**config.mk**
```make
export PLATFORM = sky130hd
export DESIGN_NAME = jogador_automatico
export DESIGN_NICKNAME = d
export VERILOG_FILES = /design/src/rtl/jogador_automatico.sv
export SDC_FILE = /design/constraint.sdc
export NUM_CORES = 1
export LEC_CHECK = 0
export CORE_UTILIZATION = 60
export CTS_CLUSTER_SIZE = 8
export DETAILED_ROUTE_END_ITERATION = 8
export PLACE_DENSITY = 0.9
export SKIP_LAST_GASP = 1
export SLEW_MARGIN = 5
export SYNTH_ARGS = -nofsm -noshare
export SYNTH_HDL_FRONTEND = slang
export SYNTH_SLANG_ARGS = --single-unit
```
**constraint.sdc**
```tcl
create_clock -name clock -period 4.2 [get_ports clock]
set_clock_uncertainty 0.2 [all_clocks]
set_input_delay 1.05 -clock clock [delete_from_list [all_inputs] [get_ports clock]]
set_output_delay 1.05 -clock clock [all_outputs]
set_load 0.005 [all_outputs]
```
**src/rtl/jogador_automatico.sv**
```systemverilog
// Automatic player for the memory game: captures the shown LED sequence and replays it on botoes.
// Optional macro JOGADOR_FALHA_EN corrupts the last press of round FALHA_RODADA.
module jogador_automatico #(
  parameter int unsigned DEPTH        = 16,
  parameter int unsigned START_DELAY  = 10,
  parameter int unsigned PRESS_CYCLES = 10,
  parameter int unsigned GAP_CYCLES   = 10,
  parameter int unsigned FALHA_RODADA = 3
) (
  input  logic                     clock,
  input  logic                     reset,
  input  logic                     habilitar,
  input  logic [3:0]               leds,
  input  logic                     mostra_leds,
  input  logic                     pronto,
  output logic [3:0]               botoes,
  output logic                     ocupado,
  output logic [$clog2(DEPTH):0]   num_jogadas,
  output logic                     erro,
  output logic [3:0]               db_estado
);
  localparam int unsigned IW = $clog2(DEPTH);
  localparam int unsigned CW = IW + 1;
`ifdef JOGADOR_FALHA_EN
  localparam bit FalhaEn = 1'b1;
`else
  localparam bit FalhaEn = 1'b0;
`endif

  typedef enum logic [3:0] {
    StOcioso    = 4'd0,
    StAguarda   = 4'd1,
    StCaptura   = 4'd2,
    StEspera    = 4'd3,
    StPressiona = 4'd4,
    StSolta     = 4'd5,
    StFim       = 4'd6
  } estado_e;

  estado_e        state_q, state_d;
  logic [3:0]     leds_prev_q;
  logic           mostra_prev_q;
  logic [CW-1:0]  cnt_q, cnt_d;
  logic [CW-1:0]  idx_q, idx_d;
  logic [CW-1:0]  rodada_q, rodada_d;
  logic [15:0]    delay_q, delay_d;
  logic           erro_q, erro_d;
  logic [3:0]     botoes_q, botoes_d;
  logic [3:0]     buf_q [DEPTH];

  logic           wr_en;
  logic [IW-1:0]  wr_idx;
  logic           nova;
  logic           one_hot;
  logic           mostra_sobe;
  logic           falha;
  logic [3:0]     press;

  always_comb begin
    state_d     = state_q;
    cnt_d       = cnt_q;
    idx_d       = idx_q;
    rodada_d    = rodada_q;
    erro_d      = erro_q;
    botoes_d    = 4'b0;
    wr_en       = 1'b0;
    wr_idx      = cnt_q[IW-1:0];
    falha       = 1'b0;
    press       = 4'b0;
    nova        = (leds != 4'b0) && (leds_prev_q == 4'b0);
    one_hot     = $onehot(leds);
    mostra_sobe = mostra_leds && !mostra_prev_q;

    if (state_q == StOcioso) rodada_d = '0;

    if (pronto) begin
      state_d = StFim;
    end else if (!habilitar) begin
      state_d = StOcioso;
    end else begin
      unique case (state_q)
        StOcioso: state_d = StAguarda;
        StAguarda: begin
          if (mostra_leds) begin
            state_d = StCaptura;
            cnt_d   = '0;
            if (nova) begin
              wr_en  = 1'b1;
              wr_idx = '0;
              cnt_d  = CW'(1);
              if (!one_hot) erro_d = 1'b1;
            end
          end
        end
        StCaptura: begin
          if (nova) begin
            if (cnt_q == CW'(DEPTH)) begin
              erro_d = 1'b1;
            end else begin
              wr_en = 1'b1;
              cnt_d = cnt_q + CW'(1);
              if (!one_hot) erro_d = 1'b1;
            end
          end
          if (!mostra_leds) begin
            if (cnt_d == '0) begin
              state_d = StAguarda;
            end else begin
              state_d  = StEspera;
              rodada_d = rodada_q + CW'(1);
            end
          end
        end
        StEspera: begin
          if (mostra_sobe) begin
            state_d = StCaptura;
            cnt_d   = '0;
          end else if (delay_q == 16'(START_DELAY)) begin
            state_d = StPressiona;
            idx_d   = '0;
          end
        end
        StPressiona: begin
          if (mostra_sobe) begin
            state_d = StCaptura;
            cnt_d   = '0;
          end else if (delay_q == 16'(PRESS_CYCLES - 1)) begin
            state_d = StSolta;
          end
        end
        StSolta: begin
          if (mostra_sobe) begin
            state_d = StCaptura;
            cnt_d   = '0;
          end else if (delay_q == 16'(GAP_CYCLES - 1)) begin
            idx_d   = idx_q + CW'(1);
            state_d = (idx_q + CW'(1) == cnt_q) ? StAguarda : StPressiona;
          end
        end
        StFim: state_d = StFim;
        default: state_d = StOcioso;
      endcase
    end

    // The round counter is bumped on entry to ESPERA, so the round being replayed is rodada_q-1.
    if (state_d == StPressiona) begin
      press = buf_q[idx_d[IW-1:0]];
      falha = FalhaEn && (rodada_q - CW'(1) == CW'(FALHA_RODADA)) && (idx_d + CW'(1) == cnt_q);
      botoes_d = falha ? {press[2:0], press[3]} : press;
    end

    delay_d = (state_d != state_q) ? 16'd0 : delay_q + 16'd1;
  end

  always_ff @(posedge clock or posedge reset) begin
    if (reset) begin
      state_q       <= StOcioso;
      leds_prev_q   <= 4'b0;
      mostra_prev_q <= 1'b0;
      cnt_q         <= '0;
      idx_q         <= '0;
      rodada_q      <= '0;
      delay_q       <= 16'd0;
      erro_q        <= 1'b0;
      botoes_q      <= 4'b0;
    end else begin
      state_q       <= state_d;
      leds_prev_q   <= leds;
      mostra_prev_q <= mostra_leds;
      cnt_q         <= cnt_d;
      idx_q         <= idx_d;
      rodada_q      <= rodada_d;
      delay_q       <= delay_d;
      erro_q        <= erro_d;
      botoes_q      <= botoes_d;
    end
  end

  always_ff @(posedge clock) begin
    if (wr_en) buf_q[wr_idx] <= leds;
  end

  assign botoes      = botoes_q;
  assign num_jogadas = cnt_q;
  assign erro        = erro_q;
  assign db_estado   = state_q;
  assign ocupado     = state_q inside {StCaptura, StEspera, StPressiona, StSolta};

endmodule

```
# --- Yosys cells after proc, flatten, opt, wreduce, memory -nomap -nowiden ---
# Memories as Yosys holds them, arrays and structs flattened.
# Index checks and enable logic that the tools add are counted.
classes:
  n_addsub: 6
  n_mul: 0
  div_mod_pow: 0
  n_lt_le_gt_ge: 0
  n_eq_ne: 21
  shifts: 0
  mux: 51
  bitwise_logic: 1
  reduce_logical: 15
ops:
  columns: ["op", "count"]
  rows:
  - ["$mux W4", 18]
  - ["$mux W5", 11]
  - ["$eq A16 B4 Y1 const B", 2]
  - ["$pmux W4 S7", 1]
  - ["$add A16 B1 Y16 const B", 1]
  - ["$eq A4 B3 Y1 const B", 4]
  - ["$mux W16", 1]
  - ["$pmux W5 S3", 1]
  - ["$mux W1", 14]
  - ["$ne A2 B2 Y1 const B", 7]
  - ["$add A5 B1 Y5 const B", 2]
  - ["$pmux W5 S2", 1]
  - ["$eq A4 B2 Y1 const B", 2]
  - ["$logic_not A4 Y1", 2]
  - ["$reduce_bool A4 Y1", 2]
  - ["$reduce_and A7 Y1", 1]
  - ["$reduce_and A6 Y1", 1]
  - ["$eq A5 B5 Y1", 1]
  - ["$eq A5 B5 Y1 const B", 1]
  - ["$logic_not A5 Y1", 1]
  - ["$reduce_and A5 Y1", 1]
  - ["$add A1 B1 Y2", 2]
  - ["$eq A4 B1 Y1 const B", 1]
  - ["$ne A4 B4 Y1", 1]
  - ["12 further kinds", 15]
word_totals:
  regBits: 40
  latch_bits: 0
  ram_bits: 64
  rom_bits: 0
  inputBits: 9
  output_inout_bits: 15
  wordCells: 104
  mem_count: 1
mem_list:
  columns: ["memory", "words", "word_bits", "rd", "rd_clocked_by_memory_dff", "write_ports", "line", "source"]
  rows:
  - ["buf_q", 16, 4, 1, 0, 1, "49", "logic [3:0] buf_q [DEPTH];"]

# --- Logic depth before layout (Yosys ltp) ---
logic_depth:
  word_depth: 14
  ltp_mapped: 13

# --- Least setup slack after synthesis ---
# No wires, ideal clock.
synth_path:
  path_type: "input-to-reg"
  startpoint: "in leds[0]"
  endpoint: "reg botoes_q[3] (netlist: botoes[3])"
  t_arrival_ns: 3.261
  setup_slack_ns: 0.673
  path_stages: 12
  n_path_buf: 1
  cell_sequence: "inv_1 > ha_1 > nor3b_1 > nor3_1 > xnor2_1 > a41oi_1 > o31ai_2 > nand2b_1 > or3_1 > buf_2 > o21ai_0 > a221o_1"
synth_between:
  elab_chain_cells: 14
synth_rtl:
  columns: ["element", "line", "source"]
  rows:
  - ["from (decl)", "13", "input logic [3:0] leds,"]
  - ["$reduce_bool A4 Y1", "70", "nova = (leds != 4'b0) && (leds_prev_q == 4'b0);"]
  - ["$logic_and A1 B1 Y1", "70", null]
  - ["$mux W5", "96", "if (nova) begin"]
  - ["$mux W5", "81", "unique case (state_q)"]
  - ["$mux W5", "78", "end else if (!habilitar) begin"]
  - ["$mux W5", "76", "if (pronto) begin"]
  - ["$logic_not A5 Y1", "106", "if (cnt_d == '0) begin"]
  - ["$mux W2", "106", null]
  - ["$mux W4", "105", "if (!mostra_leds) begin"]
  - ["$pmux W4 S7", "81", null]
  - ["$mux W4", "78", null]
  - ["$mux W4", "76", null]
  - ["via state_d[1]", "40", "estado_e state_q, state_d;"]
  - ["$eq A4 B3 Y1", "146", "if (state_d == StPressiona) begin"]
  - ["$mux W4", "146", null]
  - ["via botoes_d[3]", "48", "logic [3:0] botoes_q, botoes_d;"]
  - ["to (signal assigned)", "175", "botoes_q <= botoes_d;"]
  - ["to (decl)", "48", null]
# The timed path passes the listed nets, and every way through them passes these cells. The select of a mux whose other input is x is not followed.
# A chain may end at the register's enable or synchronous reset.

# --- Final worst setup path ---
layout_path:
  startpoint: "in leds[0]"
  endpoint: "reg botoes_q[0] (netlist: botoes[0])"
layout_between:
  elab_chain_cells: 14
layout_rtl:
  columns: ["element", "line"]
  rows:
  - ["$reduce_bool A4 Y1", "70"]
  - ["$logic_and A1 B1 Y1", "70"]
  - ["$mux W5", "96"]
  - ["$mux W5", "81"]
  - ["$mux W5", "78"]
  - ["$mux W5", "76"]
  - ["$logic_not A5 Y1", "106"]
  - ["$mux W2", "106"]
  - ["$mux W4", "105"]
  - ["$pmux W4 S7", "81"]
  - ["$mux W4", "78"]
  - ["$mux W4", "76"]
  - ["$eq A4 B3 Y1", "146"]
  - ["$mux W4", "146"]
  - ["via botoes_d[0]", "48"]
# The timed path passes the listed nets, and every way through them passes these cells. The select of a mux whose other input is x is not followed.

==> impl_metrics.csv <==
group,metric,value,unit
drt,viasPerCell,6.17,
sta,period_share,96.3,%
pwr,ir_drop,235,uV
critical_path,start_kind,"input port",
drt,routedWlPerCell,19.3,um
flow_run,drv_cap,0,
placed_design,dp.cells,587,
cts,cts_setup_buffers,0,
yosys,avgSynthCellArea,11.4,sq um
critical_path,cp_top_family,"compound AO/OA/AOI/OAI gates",
yosys,yosys_register_bits,104,
yosys,ys.flop_type,"edfxtp_1",
cts,h-tree-depth,3,
critical_path,critPathKind,"input port to flop",
critical_path,reg2reg_setup_slack,0.54,ns
pwr,pwr_density_cell,315,nW/um^2
cts,cts.path.max_buffers,2,
sta,setup_viol_count_final,0,
layout,layout_common_cells,"edfxtp_1, nor2_1, dfrtp_1, mux2i_1, nand2_1",
global_routing,grt_pass1_wl,18300,um
yosys,ys_types,73,
yosys,async_flop_share,38.5,%
global_routing,antenna_found_initial,0,
outcome,outcome,"finished, final reports clean",
pwr,p_sw,0.409,mW
critical_path,crit_arrival,4.15,ns
layout,final_common_cell,"edfxtp_1",
cts,clk_latency,0.37,ns
sta,fin_setup_tns,0,ns
critical_path,crit_required,4.31,ns
layout,layout-drive-gt1-share,10.8,%
yosys,yosysWarnings,0,
min_path,hold_class,"flop to flop",
placed_design,place_area,5670,sq um
global_routing,grt_max_degree,41,
sta,fmax,0.247,GHz
die,die_y,95.5,um
global_routing,grtUsageTotal,27.4,%
yosys,syn-num-nets,478,
cts,cts_made_buffers,9,
sta,hold-worst-slack,0.304,ns
die,pin_count,24,
layout,finalNonFillerCells,603,
critical_path,endpoint_kind,"flop",
placed_design,hpwl,8260,um
die,die_w,95.5,um
global_routing,grt_pass1_vias,3591,
pwr,p_leak,2.32,nW
placed_design,dp_slack,-0.170,ns
drt,detail_route.iter0.violations,428,
cts,clkSinkCount,104,
cts,cts_tree,"built",
sta,rsz0062_at_grt,"no",
critical_path,path_max_fanout,7,
critical_path,slowest_stage,"nor3b_1",
pwr,swShare,22.1,%
drt,wirelength,11600,um
pwr,pwr-share-comb,5.9,%
yosys,synth_edf_count,64,
layout,num_antenna_cells,0,
cts,clockRootBuffer,"clkbuf_8",
sta,maxSlewHeadroom,46.3,%
sta,worst_pin_slew,0.804,ns
drt,ant_nets,0,
pwr,clockPowerShare,34.4,%
layout,area_growth,11.8,%
yosys,syn_area,5250,sq um
sta,setup_slack,0.155,ns
placed_design,gp_congestion,0.919,
sta,final_hold_viol_count,0,
pwr,p_seq_share,59.7,%
sta,min_period,4.05,ns
cts,post_cts_resized,0,
critical_path,crit_top_cell,"a221o_1",
die,start_util,62.9,%
yosys,ys_seq_area_share,55.7,%
sta,maxSlewViolCount,0,
critical_path,crit_path_max_incr_delay,0.67,ns
yosys,syn_inst,459,
drt,drtPass1Iterations,5,
critical_path,crit_buf_inv,2,
placed_design,io_buffers,23,
layout,final_area,5870,sq um
layout,nets,512,
die,core_area,8340,sq um
die,die-area,9120,sq um
cts,postCtsHoldBufs,0,
cts,cts.clk_slew.worst_paths,0.09,ns
drt,vias,3722,
critical_path,path_cells,"clkdlybuf4s50_1 -> inv_1 -> ha_1 -> nor3b_1 -> nor3_1 -> xnor2_1 -> a41oi_1 -> o31ai_2 -> nand4b_1 -> a221o_1 -> a211oi_2 -> a221o_1",
pwr,power.internal,1.44,mW
drt,post-route-drc-count,0,
die,rows,33,
global_routing,overflow,0,
## logic make-up (layout without fill, tap and decap cells)
group	count (synthesis)	count (layout)	synth area share, %
AO/OA/AOI/OAI	80	80	11.3
flip-flops	104	104	55.7
other	1	1	0.0715
adder cells (fa/ha/maj)	11	11	2.72
buffers and inverters	41	80	3.77
multiplexers	26	26	4.98
AND/OR/NAND/NOR	171	171	17.2
XOR/XNOR	25	25	4.17
## cell usage after synthesis, drive strengths merged (8+ instances only)
master,n,area share (%)
edfxtp,64,37
nor2,59,4.3
dfrtp,40,19
mux2i,25,4.8
nand2,24,1.7
nand3,22,2.1
inv,21,1.5
o21ai,17,1.6
a21oi,14,1.7
xnor2,13,2.2
clkbuf,12,0.88
nor3,12,1.1
xor2,12,2.0
a211oi,10,1.6
ha,9,2.1
buf,8,1.4
nor2b,8,0.95
nor4,8,1.5
## registers in the layout, indices dropped and copies added, names as in the netlist
signal         flops
idx_q              5
botoes             4
db_estado          4
delay_q           16
buf_q             64
mostra_prev_q      1
leds_prev_q        4
erro               1
num_jogadas        5
## per-layer routing
metal,global-route usage [%],up-vias,part of all wire [%]
met5,0,-,0
met4,9.33,0,1.6
met3,6.22,18,7.3
met2,43.8,173,49
met1,36.9,1793,43
li1,-,1738,-
## path summary, 6_finish.rpt
path,start,end,cells after the start
max,leds[0],botoes[0],12
min,erro,erro,1
max reg2reg,delay_q[2],botoes[3],10
min reg2reg,erro,erro,1
max in group asynchronous,reset,botoes[1],3
min in group asynchronous,reset,delay_q[15],2
## power by group through the flow
stage	sequential [mW]	combinational, mW	clock [mW]
after global routing	1.10	0.119	0.677
after floorplan	1.12	0.0542	0
after detailed placement	1.13	0.107	0
after global placement	1.13	0.104	0
final	1.10	0.110	0.636
after CTS	1.10	0.109	0.641
## area by class of cell
cell class / instances / area, sq um
sequential: 104 / 2920
fill: 582 / 2470
multi-input combinational: 314 / 2130
timing repair buffer: 43 / 405
clock buffer: 12 / 149
tap: 105 / 131
inverter: 21 / 78.8
clock inverter: 4 / 52.6
## per-stage QoR
stage / util (%) / total power, mW
floorplan: - / 1.17
global placement: 67.9 / 1.23
detailed placement: 67.9 / 1.23
CTS: 70.3 / 1.85
global route: 70.3 / 1.90
finish: 70.3 / 1.85
Note: power is estimated with default switching activity, not from simulation.
